===== src/rtl/load_store_unit_if.sv =====
// Request/response handshake and memory data-port bundle for load_store_unit.
// master: core and memory side; slave: the load/store unit itself.
interface load_store_unit_if #(
  parameter int unsigned ADDR_WIDTH = 32,
  parameter int unsigned DATA_WIDTH = 32
);
  localparam int unsigned DATA_INDEXING_WIDTH = $clog2(DATA_WIDTH / 8);

  logic                         req_valid;
  logic                         req_ready;
  logic                         req_is_store;
  logic [1:0]                   req_size;
  logic                         req_unsigned;
  logic [ADDR_WIDTH-1:0]        req_addr;
  logic [DATA_WIDTH-1:0]        req_wdata;
  logic                         resp_valid;
  logic                         resp_ready;
  logic [DATA_WIDTH-1:0]        resp_rdata;
  logic                         resp_error;
  logic [ADDR_WIDTH-1:0]        fetch_addr;
  logic [DATA_WIDTH-1:0]        fetched_data;
  logic                         fetch_done;
  logic [ADDR_WIDTH-1:0]        write_addr;
  logic [DATA_WIDTH-1:0]        write_data;
  logic [DATA_INDEXING_WIDTH:0] bytes_to_write;
  logic                         write_activate;
  logic                         write_done;

  modport master (
    output req_valid, req_is_store, req_size, req_unsigned, req_addr, req_wdata, resp_ready,
           fetched_data, fetch_done, write_done,
    input  req_ready, resp_valid, resp_rdata, resp_error, fetch_addr, write_addr, write_data,
           bytes_to_write, write_activate
  );

  modport slave (
    input  req_valid, req_is_store, req_size, req_unsigned, req_addr, req_wdata, resp_ready,
           fetched_data, fetch_done, write_done,
    output req_ready, resp_valid, resp_rdata, resp_error, fetch_addr, write_addr, write_data,
           bytes_to_write, write_activate
  );
endinterface


===== src/rtl/load_store_unit.sv =====
// Single-outstanding load/store unit between execute and the byte-addressed memory data port.
// Define LSU_MISALIGN_TRAP_EN to reject misaligned half/word accesses without touching memory.
module load_store_unit #(
  parameter int unsigned ADDR_WIDTH     = 32,
  parameter int unsigned DATA_WIDTH     = 32,
  parameter int unsigned TIMEOUT_CYCLES = 16
) (
  input logic              clk,
  input logic              rst,
  load_store_unit_if.slave bus
);
  localparam int unsigned DATA_INDEXING_WIDTH = $clog2(DATA_WIDTH / 8);
  localparam int unsigned BytesW              = DATA_INDEXING_WIDTH + 1;
  localparam int unsigned CntW                = $clog2(TIMEOUT_CYCLES);

  typedef enum logic [1:0] {StIdle, StLoad, StStore, StResp} state_e;

  state_e                  state_q, state_d;
  logic [ADDR_WIDTH-1:0]   addr_q, addr_d;
  logic [DATA_WIDTH-1:0]   wdata_q, wdata_d;
  logic [1:0]              size_q, size_d;
  logic                    uns_q, uns_d;
  logic [CntW-1:0]         cnt_q, cnt_d;
  logic [DATA_WIDTH-1:0]   rdata_q, rdata_d;
  logic                    err_q, err_d;

  logic                    misaligned;
  logic                    expired;
  logic [DATA_WIDTH-1:0]   load_ext;
  logic [DATA_WIDTH-1:0]   store_data;
  logic [BytesW-1:0]       store_bytes;

`ifdef LSU_MISALIGN_TRAP_EN
  assign misaligned = ((bus.req_size == 2'd1) && bus.req_addr[0]) ||
                      ((bus.req_size == 2'd2) && (bus.req_addr[1:0] != 2'b00));
`else
  assign misaligned = 1'b0;
`endif

  // Last waiting cycle: counter would reach TIMEOUT_CYCLES-1 on this edge.
  assign expired = (cnt_q == CntW'(TIMEOUT_CYCLES - 2));

  always_comb begin
    load_ext = bus.fetched_data;
    case (size_q)
      2'd0:    load_ext = {{(DATA_WIDTH - 8){~uns_q & bus.fetched_data[7]}},
                           bus.fetched_data[7:0]};
      2'd1:    load_ext = {{(DATA_WIDTH - 16){~uns_q & bus.fetched_data[15]}},
                           bus.fetched_data[15:0]};
      default: ;
    endcase
  end

  always_comb begin
    store_data  = '0;
    store_bytes = BytesW'(4);
    case (size_q)
      2'd0: begin
        store_data[7:0] = wdata_q[7:0];
        store_bytes     = BytesW'(1);
      end
      2'd1: begin
        store_data[15:0] = wdata_q[15:0];
        store_bytes      = BytesW'(2);
      end
      default: store_data = wdata_q;
    endcase
  end

  always_comb begin
    state_d = state_q;
    addr_d  = addr_q;
    wdata_d = wdata_q;
    size_d  = size_q;
    uns_d   = uns_q;
    cnt_d   = cnt_q;
    rdata_d = rdata_q;
    err_d   = err_q;

    bus.req_ready      = 1'b0;
    bus.resp_valid     = 1'b0;
    bus.resp_rdata     = '0;
    bus.resp_error     = 1'b0;
    bus.fetch_addr     = '0;
    bus.write_addr     = '0;
    bus.write_data     = '0;
    bus.bytes_to_write = '0;
    bus.write_activate = 1'b0;

    unique case (state_q)
      StIdle: begin
        bus.req_ready = 1'b1;
        if (bus.req_valid) begin
          addr_d  = bus.req_addr;
          wdata_d = bus.req_wdata;
          size_d  = bus.req_size;
          uns_d   = bus.req_unsigned;
          cnt_d   = '0;
          rdata_d = '0;
          err_d   = 1'b0;
          if ((bus.req_size == 2'd3) || misaligned) begin
            err_d   = 1'b1;
            state_d = StResp;
          end else begin
            state_d = bus.req_is_store ? StStore : StLoad;
          end
        end
      end
      StLoad: begin
        bus.fetch_addr = addr_q;
        cnt_d          = cnt_q + CntW'(1);
        if (bus.fetch_done) begin
          rdata_d = load_ext;
          state_d = StResp;
        end else if (expired) begin
          err_d   = 1'b1;
          state_d = StResp;
        end
      end
      StStore: begin
        // Gated by rst so a reset edge can never coincide with a committing write.
        bus.write_activate = ~rst;
        bus.write_addr     = addr_q;
        bus.write_data     = store_data;
        bus.bytes_to_write = store_bytes;
        cnt_d              = cnt_q + CntW'(1);
        if (bus.write_done) begin
          state_d = StResp;
        end else if (expired) begin
          err_d   = 1'b1;
          state_d = StResp;
        end
      end
      StResp: begin
        bus.resp_valid = 1'b1;
        bus.resp_rdata = rdata_q;
        bus.resp_error = err_q;
        if (bus.resp_ready) begin
          state_d = StIdle;
        end
      end
      default: state_d = StIdle;
    endcase
  end

  always_ff @(posedge clk) begin
    if (rst) begin
      state_q <= StIdle;
      addr_q  <= '0;
      wdata_q <= '0;
      size_q  <= '0;
      uns_q   <= 1'b0;
      cnt_q   <= '0;
      rdata_q <= '0;
      err_q   <= 1'b0;
    end else begin
      state_q <= state_d;
      addr_q  <= addr_d;
      wdata_q <= wdata_d;
      size_q  <= size_d;
      uns_q   <= uns_d;
      cnt_q   <= cnt_d;
      rdata_q <= rdata_d;
      err_q   <= err_d;
    end
  end
endmodule


===== src/flat_wrapper.sv =====
// flat-port wrapper written by rule: the top's interface ports become plain ports
module load_store_unit_flat 
#(
  parameter int unsigned ADDR_WIDTH     = 32,
  parameter int unsigned DATA_WIDTH     = 32,
  parameter int unsigned TIMEOUT_CYCLES = 16
)
  (clk, rst, bus_req_valid, bus_req_is_store, bus_req_size, bus_req_unsigned, bus_req_addr, bus_req_wdata, bus_resp_ready, bus_fetched_data, bus_fetch_done, bus_write_done, bus_req_ready, bus_resp_valid, bus_resp_rdata, bus_resp_error, bus_fetch_addr, bus_write_addr, bus_write_data, bus_bytes_to_write, bus_write_activate);
  load_store_unit_if #(.ADDR_WIDTH(ADDR_WIDTH), .DATA_WIDTH(DATA_WIDTH)) bus_i ();
  input logic clk;
  input logic rst;
  input wire logic [$bits(bus_i.req_valid)-1:0] bus_req_valid;
  input wire logic [$bits(bus_i.req_is_store)-1:0] bus_req_is_store;
  input wire logic [$bits(bus_i.req_size)-1:0] bus_req_size;
  input wire logic [$bits(bus_i.req_unsigned)-1:0] bus_req_unsigned;
  input wire logic [$bits(bus_i.req_addr)-1:0] bus_req_addr;
  input wire logic [$bits(bus_i.req_wdata)-1:0] bus_req_wdata;
  input wire logic [$bits(bus_i.resp_ready)-1:0] bus_resp_ready;
  input wire logic [$bits(bus_i.fetched_data)-1:0] bus_fetched_data;
  input wire logic [$bits(bus_i.fetch_done)-1:0] bus_fetch_done;
  input wire logic [$bits(bus_i.write_done)-1:0] bus_write_done;
  output wire logic [$bits(bus_i.req_ready)-1:0] bus_req_ready;
  output wire logic [$bits(bus_i.resp_valid)-1:0] bus_resp_valid;
  output wire logic [$bits(bus_i.resp_rdata)-1:0] bus_resp_rdata;
  output wire logic [$bits(bus_i.resp_error)-1:0] bus_resp_error;
  output wire logic [$bits(bus_i.fetch_addr)-1:0] bus_fetch_addr;
  output wire logic [$bits(bus_i.write_addr)-1:0] bus_write_addr;
  output wire logic [$bits(bus_i.write_data)-1:0] bus_write_data;
  output wire logic [$bits(bus_i.bytes_to_write)-1:0] bus_bytes_to_write;
  output wire logic [$bits(bus_i.write_activate)-1:0] bus_write_activate;
  assign bus_i.req_valid = bus_req_valid;
  assign bus_i.req_is_store = bus_req_is_store;
  assign bus_i.req_size = bus_req_size;
  assign bus_i.req_unsigned = bus_req_unsigned;
  assign bus_i.req_addr = bus_req_addr;
  assign bus_i.req_wdata = bus_req_wdata;
  assign bus_i.resp_ready = bus_resp_ready;
  assign bus_i.fetched_data = bus_fetched_data;
  assign bus_i.fetch_done = bus_fetch_done;
  assign bus_i.write_done = bus_write_done;
  assign bus_req_ready = bus_i.req_ready;
  assign bus_resp_valid = bus_i.resp_valid;
  assign bus_resp_rdata = bus_i.resp_rdata;
  assign bus_resp_error = bus_i.resp_error;
  assign bus_fetch_addr = bus_i.fetch_addr;
  assign bus_write_addr = bus_i.write_addr;
  assign bus_write_data = bus_i.write_data;
  assign bus_bytes_to_write = bus_i.bytes_to_write;
  assign bus_write_activate = bus_i.write_activate;
  load_store_unit #(.ADDR_WIDTH(ADDR_WIDTH), .DATA_WIDTH(DATA_WIDTH), .TIMEOUT_CYCLES(TIMEOUT_CYCLES)) u_core (.clk(clk), .rst(rst), .bus(bus_i));
endmodule

===== config.mk =====
export PLATFORM = sky130hd
export DESIGN_NAME = load_store_unit_flat
export DESIGN_NICKNAME = d
export VERILOG_FILES = /design/src/rtl/load_store_unit_if.sv /design/src/rtl/load_store_unit.sv /design/src/flat_wrapper.sv
export SDC_FILE = /design/constraint.sdc
export NUM_CORES = 1
export LEC_CHECK = 0
export CAP_MARGIN = 20
export CELL_PAD_IN_SITES_DETAIL_PLACEMENT = 1
export CELL_PAD_IN_SITES_GLOBAL_PLACEMENT = 1
export CORE_MARGIN = 4
export CORE_UTILIZATION = 32
export DETAILED_ROUTE_END_ITERATION = 10
export HOLD_SLACK_MARGIN = 0.02
export PLACE_DENSITY = 0.95
export SETUP_SLACK_MARGIN = 0.1
export SYNTH_ARGS = -nofsm -noshare
export SYNTH_HDL_FRONTEND = slang
export SYNTH_SLANG_ARGS = --single-unit

===== constraint.sdc =====
create_clock -name clk -period 2.8 [get_ports clk]
set_input_delay 0.56 -clock clk [delete_from_list [all_inputs] [get_ports clk]]
set_output_delay 0.56 -clock clk [all_outputs]
set_load 0.05 [all_outputs]

==> results of run 1 <==
[power by group]
| group | total (uW) | switching (uW) | internal, uW |
|---|---|---|---|
| clock network | 1420 | 588 | 834 |
| registers | 1880 | 160 | 1720 |
| logic | 2610 | 1610 | 998 |
| total | 5910 | 2360 | 3550 |
[cell type report]
type	count	area share, %
multi-input combinational	494	30.1
sequential	106	22.3
clock inverter	4	0.776
timing repair buffer	258	40.9
tap	216	2.84
clock buffer	12	2.70
inverter	9	0.355
[kinds of logic (layout without fill, tap and decap cells)]
family	after synthesis	after routing	synth area share (%)
compound gates	168	168	20.6
mux	2	2	0.709
simple gates	317	317	31.0
flops	106	106	40.1
fa+ha+maj	7	7	1.65
buf+inv	71	283	5.93
[worst max-delay path, stage by stage, from the launching register on]
cell and delay [ns]:
dfxtp_1 0.37, inv_1 0.14, ha_2 0.31, buf_4 0.41, and3_1 0.28, buf_12 0.15
[state kept, by name, indices dropped and copies added (netlist names)]
register        flops
u_core.rdata_q     32
u_core.cnt_q        4
u_core.addr_q      32
u_core.state_q      2
u_core.size_q       2
u_core.uns_q        1
u_core.wdata_q     32
u_core.err_q        1
[per-layer routing]
layer | wire length, um | global-route usage, % | vias up
met1 | 7810 | 24.5 | 2752
li1 | - | - | 2650
met4 | 482 | 7.11 | 2
met5 | 13 | 0 | -
met2 | 11700 | 44.6 | 192
met3 | 1830 | 8.49 | 35
[through the flow]
step / power [uW] / util [%] / area [sq um]
after floorplan: 3450 / - / 5300
after global placement: 4400 / 57.2 / 9180
after detailed placement: 4540 / 57.2 / 9180
after CTS: 5970 / 59.2 / 9510
after global routing: 6250 / 59.3 / 9520
final: 5910 / 59.3 / 9520
[layout by cell type, fill, tap and decap left out, types with 10 or more instances in the layout]
master           count
nand2_1            135
buf_12             135
and2_1             114
dfxtp_1            105
a21oi_1            104
clkdlybuf4s50_1    104
and3_1              17
nand2b_1            17
buf_4               17
o21ai_1             14
o32ai_2             10
nand3_1             10
[Yosys cell counts (all sizes together)]
cell / number
o211ai: 9
nor2b: 6
dfxtp: 106
a32o: 1
or2: 1
a211o: 1
ha: 7
nor4b: 1
a221oi: 1
o32ai: 15
buf: 24
a2111o: 1
o21a: 9
a32oi: 2
or3: 1
and4b: 1
nand2: 136
mux2: 1
mux2i: 1
a21oi: 104
o31ai: 1
nand4: 3
nand2b: 17
o41ai: 1
nor4: 2
and3: 17
clkbuf: 38
nand3: 10
and2: 115
a22o: 3
nor3b: 1
nor3: 2
inv: 9
o21ai: 20
nor2: 4
[worst max-delay path by stage]
| stage | start | slack (ns) | depth (start not counted) | end |
|---|---|---|---|---|
| CTS | u_core.state_q[0]$_SDFFE_PP0P_ | 0.16 | 5 | bus_write_data[25] |
| floorplan | u_core.state_q[0]$_SDFFE_PP0P_ | 0.25 | 4 | bus_resp_error |
| global placement | bus_req_valid | 0.53 | 4 | u_core.rdata_q[20]$_SDFFE_PP0P_ |
| global route | u_core.state_q[0]$_SDFFE_PP0P_ | 0.10 | 5 | bus_write_data[28] |
| finish | u_core.state_q[0]$_SDFFE_PP0P_ | 0.22 | 5 | bus_write_data[25] |
| detailed placement | bus_req_valid | 0.47 | 4 | u_core.rdata_q[22]$_SDFFE_PP0P_ |
==> impl_metrics.py, run 1 <==
metrics = {
    "sta": {
        "shortest_clock_period_the_worst_path_allows_after_layout_ns": 2.58,
        "finalWorstSetupSlack_ns": 0.223,
        "final.setup.tns_ns": 0,
        "max_freq_mhz": 388,
        "hold_viol_final": 0,
        "post-route-period-util_pct": 92.0,
        "finalMaxSlewViolations": 0,
        "unrepaired_setup_endpoints_after_global_routing": "false",
        "finalHoldWorstSlack_ns": 0.453,
        "max-slew-margin-rel_pct": 43.2,
        "final-setup-viol-count": 0,
        "fin_worst_skew_ns": 0.00655,
        "max_slew.worst_pin.slew_ns": 0.850,
    },
    "drt": {
        "post-route-drc-count": 0,
        "postRouteAntennaNets": 0,
        "detail_route.wirelength_mm": 21.9,
        "vias": 5631,
        "viasPerCell": 5.12,
        "route.detailed.wl_per_inst_um": 19.9,
        "drt-initial-drc-count": 229,
        "drt_pre_antenna_iters": 4,
    },
    "finish": {
        "layout-drive-gt1-share_pct": 21.5,
        "layout-area-overhead-vs-synth_pct": 79.8,
        "antenna_cells_inserted": 0,
        "post_layout_nonfiller_instances": 1099,
        "area.sequential_sq_mm": 0.00212,
        "area_of_combinational_cells_with_multiple_inputs_sq_mm": 0.00287,
        "nFillCells": 1744,
        "final_net_count": 991,
    },
    "critical_path": {
        "crit_required_ns": 2.24,
        "criticalPathCategory": "register to primary output",
        "rr_endpoint": "u_core.rdata_q[22]$_SDFFE_PP0P_",
        "number_of_cell_instances_on_the_worst_register_to_register_path": 5,
        "critPathMaxFanout": 43,
        "crit-reg2reg-launch": "u_core.state_q[0]$_SDFFE_PP0P_",
        "reg2reg_slack_ns": 0.59,
        "crit_arrival_ns": 2.02,
        "critical_path_startpoint_category": "register",
        "worst_setup_path_end_kind": "primary output",
    },
    "logic_synthesis": {
        "biggest_area_contributors_in_the_synthesized_netlist": "dfxtp_1 40%, and2_1 14%, a21oi_1 9.8%",
        "yosys_register_bits": 106,
        "mappedNetlistNets": 784,
        "post_syn_area_per_cell_sq_um": 7.89,
        "synthesis.instances": 671,
        "synth.yosys.warnings": 0,
        "synth_top_cell_by_area": "dfxtp_1",
        "synthDistinctLibCells": 42,
        "mappedNetlistArea_sq_mm": 0.00529,
        "yosysSeqAreaShare_pct": 40.1,
        "synth_top_cell_area_share_pct": 40.1,
    },
    "pwr": {
        "leakage_uw": 0.00366,
        "p_per_area_mw_per_mm2": 621,
        "vdd_ir_drop_max_mv": 0.395,
    },
    "clock_network": {
        "insertion_delay_ns": 0.35,
        "numCtsBuffers": 9,
        "cts_tree": "done",
        "numClockSinks": 106,
        "clkSlewWorstSetupHoldPaths_ns": 0.07,
        "cts-resized-gates": 1,
        "postCtsHoldBufs": 0,
        "cts_setup_buffers": 0,
        "cts.root.buffer_cell": "clkbuf_16",
        "ctsLongestPathBuffers": 2,
        "ctsHtreeMaxLevel": 3,
    },
    "placed_design": {
        "routability_driven_placement_congestion_ratio": 0.798,
        "port_buffers": 240,
        "place_ws_ns": 0.472,
        "post_place_cells": 1083,
        "hpwl_after_detailed_placement_mm": 16.6,
    },
    "grt": {
        "grt-ovfl-total": 0,
        "grt_first_pass_wirelength_mm": 34.4,
        "number_of_global_route_vias_before_repair": 6260,
        "grt_start_max_net_pins": 124,
        "groute.usage.overall_pct": 23.7,
        "antenna_found_initial": 1,
    },
    "hold_path": {
        "hold_start": "u_core.wdata_q[18]$_SDFFE_PP0P_",
        "min-delay-path-class": "register to register",
        "worst_hold_path.num_cells": 2,
        "hold_end": "u_core.wdata_q[18]$_SDFFE_PP0P_",
    },
    "die": {
        "die_area_sq_mm": 0.0187,
        "boundaryPins": 241,
        "placeableCoreArea_sq_mm": 0.0161,
        "std_cell_rows": 46,
        "die_y_um": 137,
        "initial_utilization_pct": 33.0,
        "fp.dieW_um": 137,
    },
    "run": {
        "maxCapViolCount": 0,
    },
    "outcome": {
        "status": "finished, final reports clean",
    },
}
(Power assumes the default switching activity.)
==> inputs of run 2 (changes only) <==
Settings changed: CTS_BUF_LIST set to sky130_fd_sc_hd__clkbuf_8.
==> run 2 against run 1 <==
  * Critical path depth did not move
  * Clock power is 23% lower
  * Global-route usage is 0.10 points higher
  * Die area is the same
  * Via count about the same
  * Fmax rose by 0.67%
  * Register-to-register slack better by 0.03 ns
  * Count of clock-buffer cells in the layout is 1 lower
  * Largest cell class unchanged
  * Flip-flop and latch count is the same
  * Sequential power hardly changed
  * Hold slack gained 0.0030 ns
==> impl_metrics.py, run 2 (same netlist as run 1, synthesis figures left out) <==
metrics = {
    "sta": {
        "max_freq_mhz": 391,
        "hold_viol_final": 0,
        "fin_worst_skew_ns": 0.0117,
        "final.setup.tns_ns": 0,
        "max_slew.worst_pin.slew_ns": 0.808,
        "post-route-period-util_pct": 91.4,
        "unrepaired_setup_endpoints_after_global_routing": "true",
        "max-slew-margin-rel_pct": 46.1,
        "finalMaxSlewViolations": 0,
        "final-setup-viol-count": 0,
        "shortest_clock_period_the_worst_path_allows_after_layout_ns": 2.56,
    },
    "die": {
        "std_cell_rows": 46,
        "fp.dieW_um": 137,
        "placeableCoreArea_sq_mm": 0.0161,
        "die_area_sq_mm": 0.0187,
        "die_y_um": 137,
        "boundaryPins": 241,
        "initial_utilization_pct": 33.0,
    },
    "grt": {
        "antenna_found_initial": 1,
        "groute.usage.overall_pct": 23.8,
        "grt_start_max_net_pins": 124,
        "number_of_global_route_vias_before_repair": 6174,
        "grt_first_pass_wirelength_mm": 34.6,
        "grt-ovfl-total": 0,
    },
    "clock_network": {
        "cts-resized-gates": 1,
        "postCtsHoldBufs": 0,
        "cts_setup_buffers": 0,
        "cts.root.buffer_cell": "clkbuf_8",
        "ctsLongestPathBuffers": 2,
        "numCtsBuffers": 9,
        "numClockSinks": 106,
        "cts_tree": "done",
        "clkSlewWorstSetupHoldPaths_ns": 0.10,
        "insertion_delay_ns": 0.39,
        "ctsHtreeMaxLevel": 3,
    },
    "critical_path": {
        "rr_endpoint": "u_core.rdata_q[30]$_SDFFE_PP0P_",
        "crit_required_ns": 2.24,
        "cp_slowest_cell": "dfxtp_1",
        "setup.worst_path.end": "bus_resp_error",
        "worstSetupStartpoint": "u_core.state_q[1]$_SDFFE_PP0P_",
        "crit-reg2reg-launch": "u_core.state_q[1]$_SDFFE_PP0P_",
        "number_of_cell_instances_on_the_worst_register_to_register_path": 5,
        "sequence_of_cells_on_the_critical_path": "ha_1 > buf_4 > inv_1 > nor2_1 > buf_12",
        "critical_path_startpoint_category": "register",
        "crit_arrival_ns": 2.00,
        "critical-path-max-stage-delay_ns": 0.45,
        "worst_setup_path_end_kind": "primary output",
        "critPathMaxFanout": 42,
        "reg2reg_slack_ns": 0.62,
        "criticalPathCategory": "register to primary output",
    },
    "drt": {
        "vias": 5629,
        "detail_route.wirelength_mm": 22.0,
        "postRouteAntennaNets": 0,
        "viasPerCell": 5.12,
        "post-route-drc-count": 0,
        "drt_pre_antenna_iters": 4,
        "route.detailed.wl_per_inst_um": 20.0,
        "drt-initial-drc-count": 271,
    },
    "pwr": {
        "p_per_area_mw_per_mm2": 595,
        "vdd_ir_drop_max_mv": 0.412,
        "leakage_uw": 0.00362,
        "finalPower_uw": 5610,
    },
    "hold_path": {
        "min-delay-path-class": "register to register",
    },
    "finish": {
        "layout-area-overhead-vs-synth_pct": 78.0,
        "final_net_count": 991,
        "layout_common_cells": "135 x nand2_1, 135 x buf_12, 114 x and2_1, 105 x dfxtp_1",
        "layout-drive-gt1-share_pct": 21.6,
        "nFillCells": 1743,
        "leading_registers_by_flop_count": "u_core.addr_q (32), u_core.rdata_q (32), u_core.wdata_q (32)",
        "antenna_cells_inserted": 0,
    },
    "placed_design": {
        "hpwl_after_detailed_placement_mm": 16.6,
        "routability_driven_placement_congestion_ratio": 0.798,
        "port_buffers": 240,
    },
    "run": {
        "maxCapViolCount": 0,
    },
    "outcome": {
        "status": "finished, final reports clean",
    },
}
-- run 2: cell count changes in the layout (fill, tap and decap cells not counted), sizes merged --
cell    delta
clkbuf     -1
inv        +1
-- run 2: layout make-up --
class                   instances  area [sq um]  area share (%)
clock inverters                 5          77.6           0.823
inverters                       9          33.8           0.359
flip-flops and latches        106          2120            22.5
well taps                     216           270            2.87
repair buffers                258          3890            41.3
multi-input cells             494          2870            30.5
clock buffers                  11           151            1.61
-- run 2: critical path: cells and delay by family, from the launching register on --
kind	cells	cell delay [ns]
buf+inv	3	0.73
flops	1	0.45
fa+ha+maj	1	0.19
simple gates	1	0.24
-- run 2: metrics by stage --
stage / utilization [%] / setup slack, ns / cell area, sq um / hold WS, ns / cells
2_1_floorplan: - / 0.250 / 5300 / 0.432 / 671
3_3_place_gp: 57.2 / 0.534 / 9180 / 0.437 / 1083
3_5_place_dp: 57.2 / 0.472 / 9180 / 0.447 / 1083
4_1_cts: 58.6 / 0.123 / 9410 / 0.461 / 1099
5_1_grt: 58.7 / 0.0997 / 9420 / 0.480 / 1099
6_report: 58.7 / 0.240 / 9420 / 0.456 / 1099
-- run 2: worst min path at each step --
stage,startpoint,end,cells past startpoint
global route,u_core.wdata_q[11]$_SDFFE_PP0P_,u_core.wdata_q[11]$_SDFFE_PP0P_,2
floorplan,u_core.wdata_q[0]$_SDFFE_PP0P_,u_core.wdata_q[0]$_SDFFE_PP0P_,2
global placement,u_core.wdata_q[18]$_SDFFE_PP0P_,u_core.wdata_q[18]$_SDFFE_PP0P_,2
detailed placement,u_core.wdata_q[18]$_SDFFE_PP0P_,u_core.wdata_q[18]$_SDFFE_PP0P_,2
finish,u_core.wdata_q[18]$_SDFFE_PP0P_,u_core.wdata_q[18]$_SDFFE_PP0P_,2
CTS,u_core.wdata_q[18]$_SDFFE_PP0P_,u_core.wdata_q[18]$_SDFFE_PP0P_,2
-- run 2: where the power goes --
group	switching, uW	total [uW]	internal [uW]	leakage, uW
logic	1620	2630	1000	0.00263
registers	161	1880	1720	0.000865
clock network	549	1100	550	0.000121
-- run 2: per-layer routing --
layer / track usage, % / routed length [um] / part of all wire, %
met1: 25.0 / 7910 / 36
met2: 44.4 / 11800 / 54
met3: 9.01 / 1900 / 8.6
met4: 6.10 / 390 / 1.8
met5: 0 / 13 / 0.059
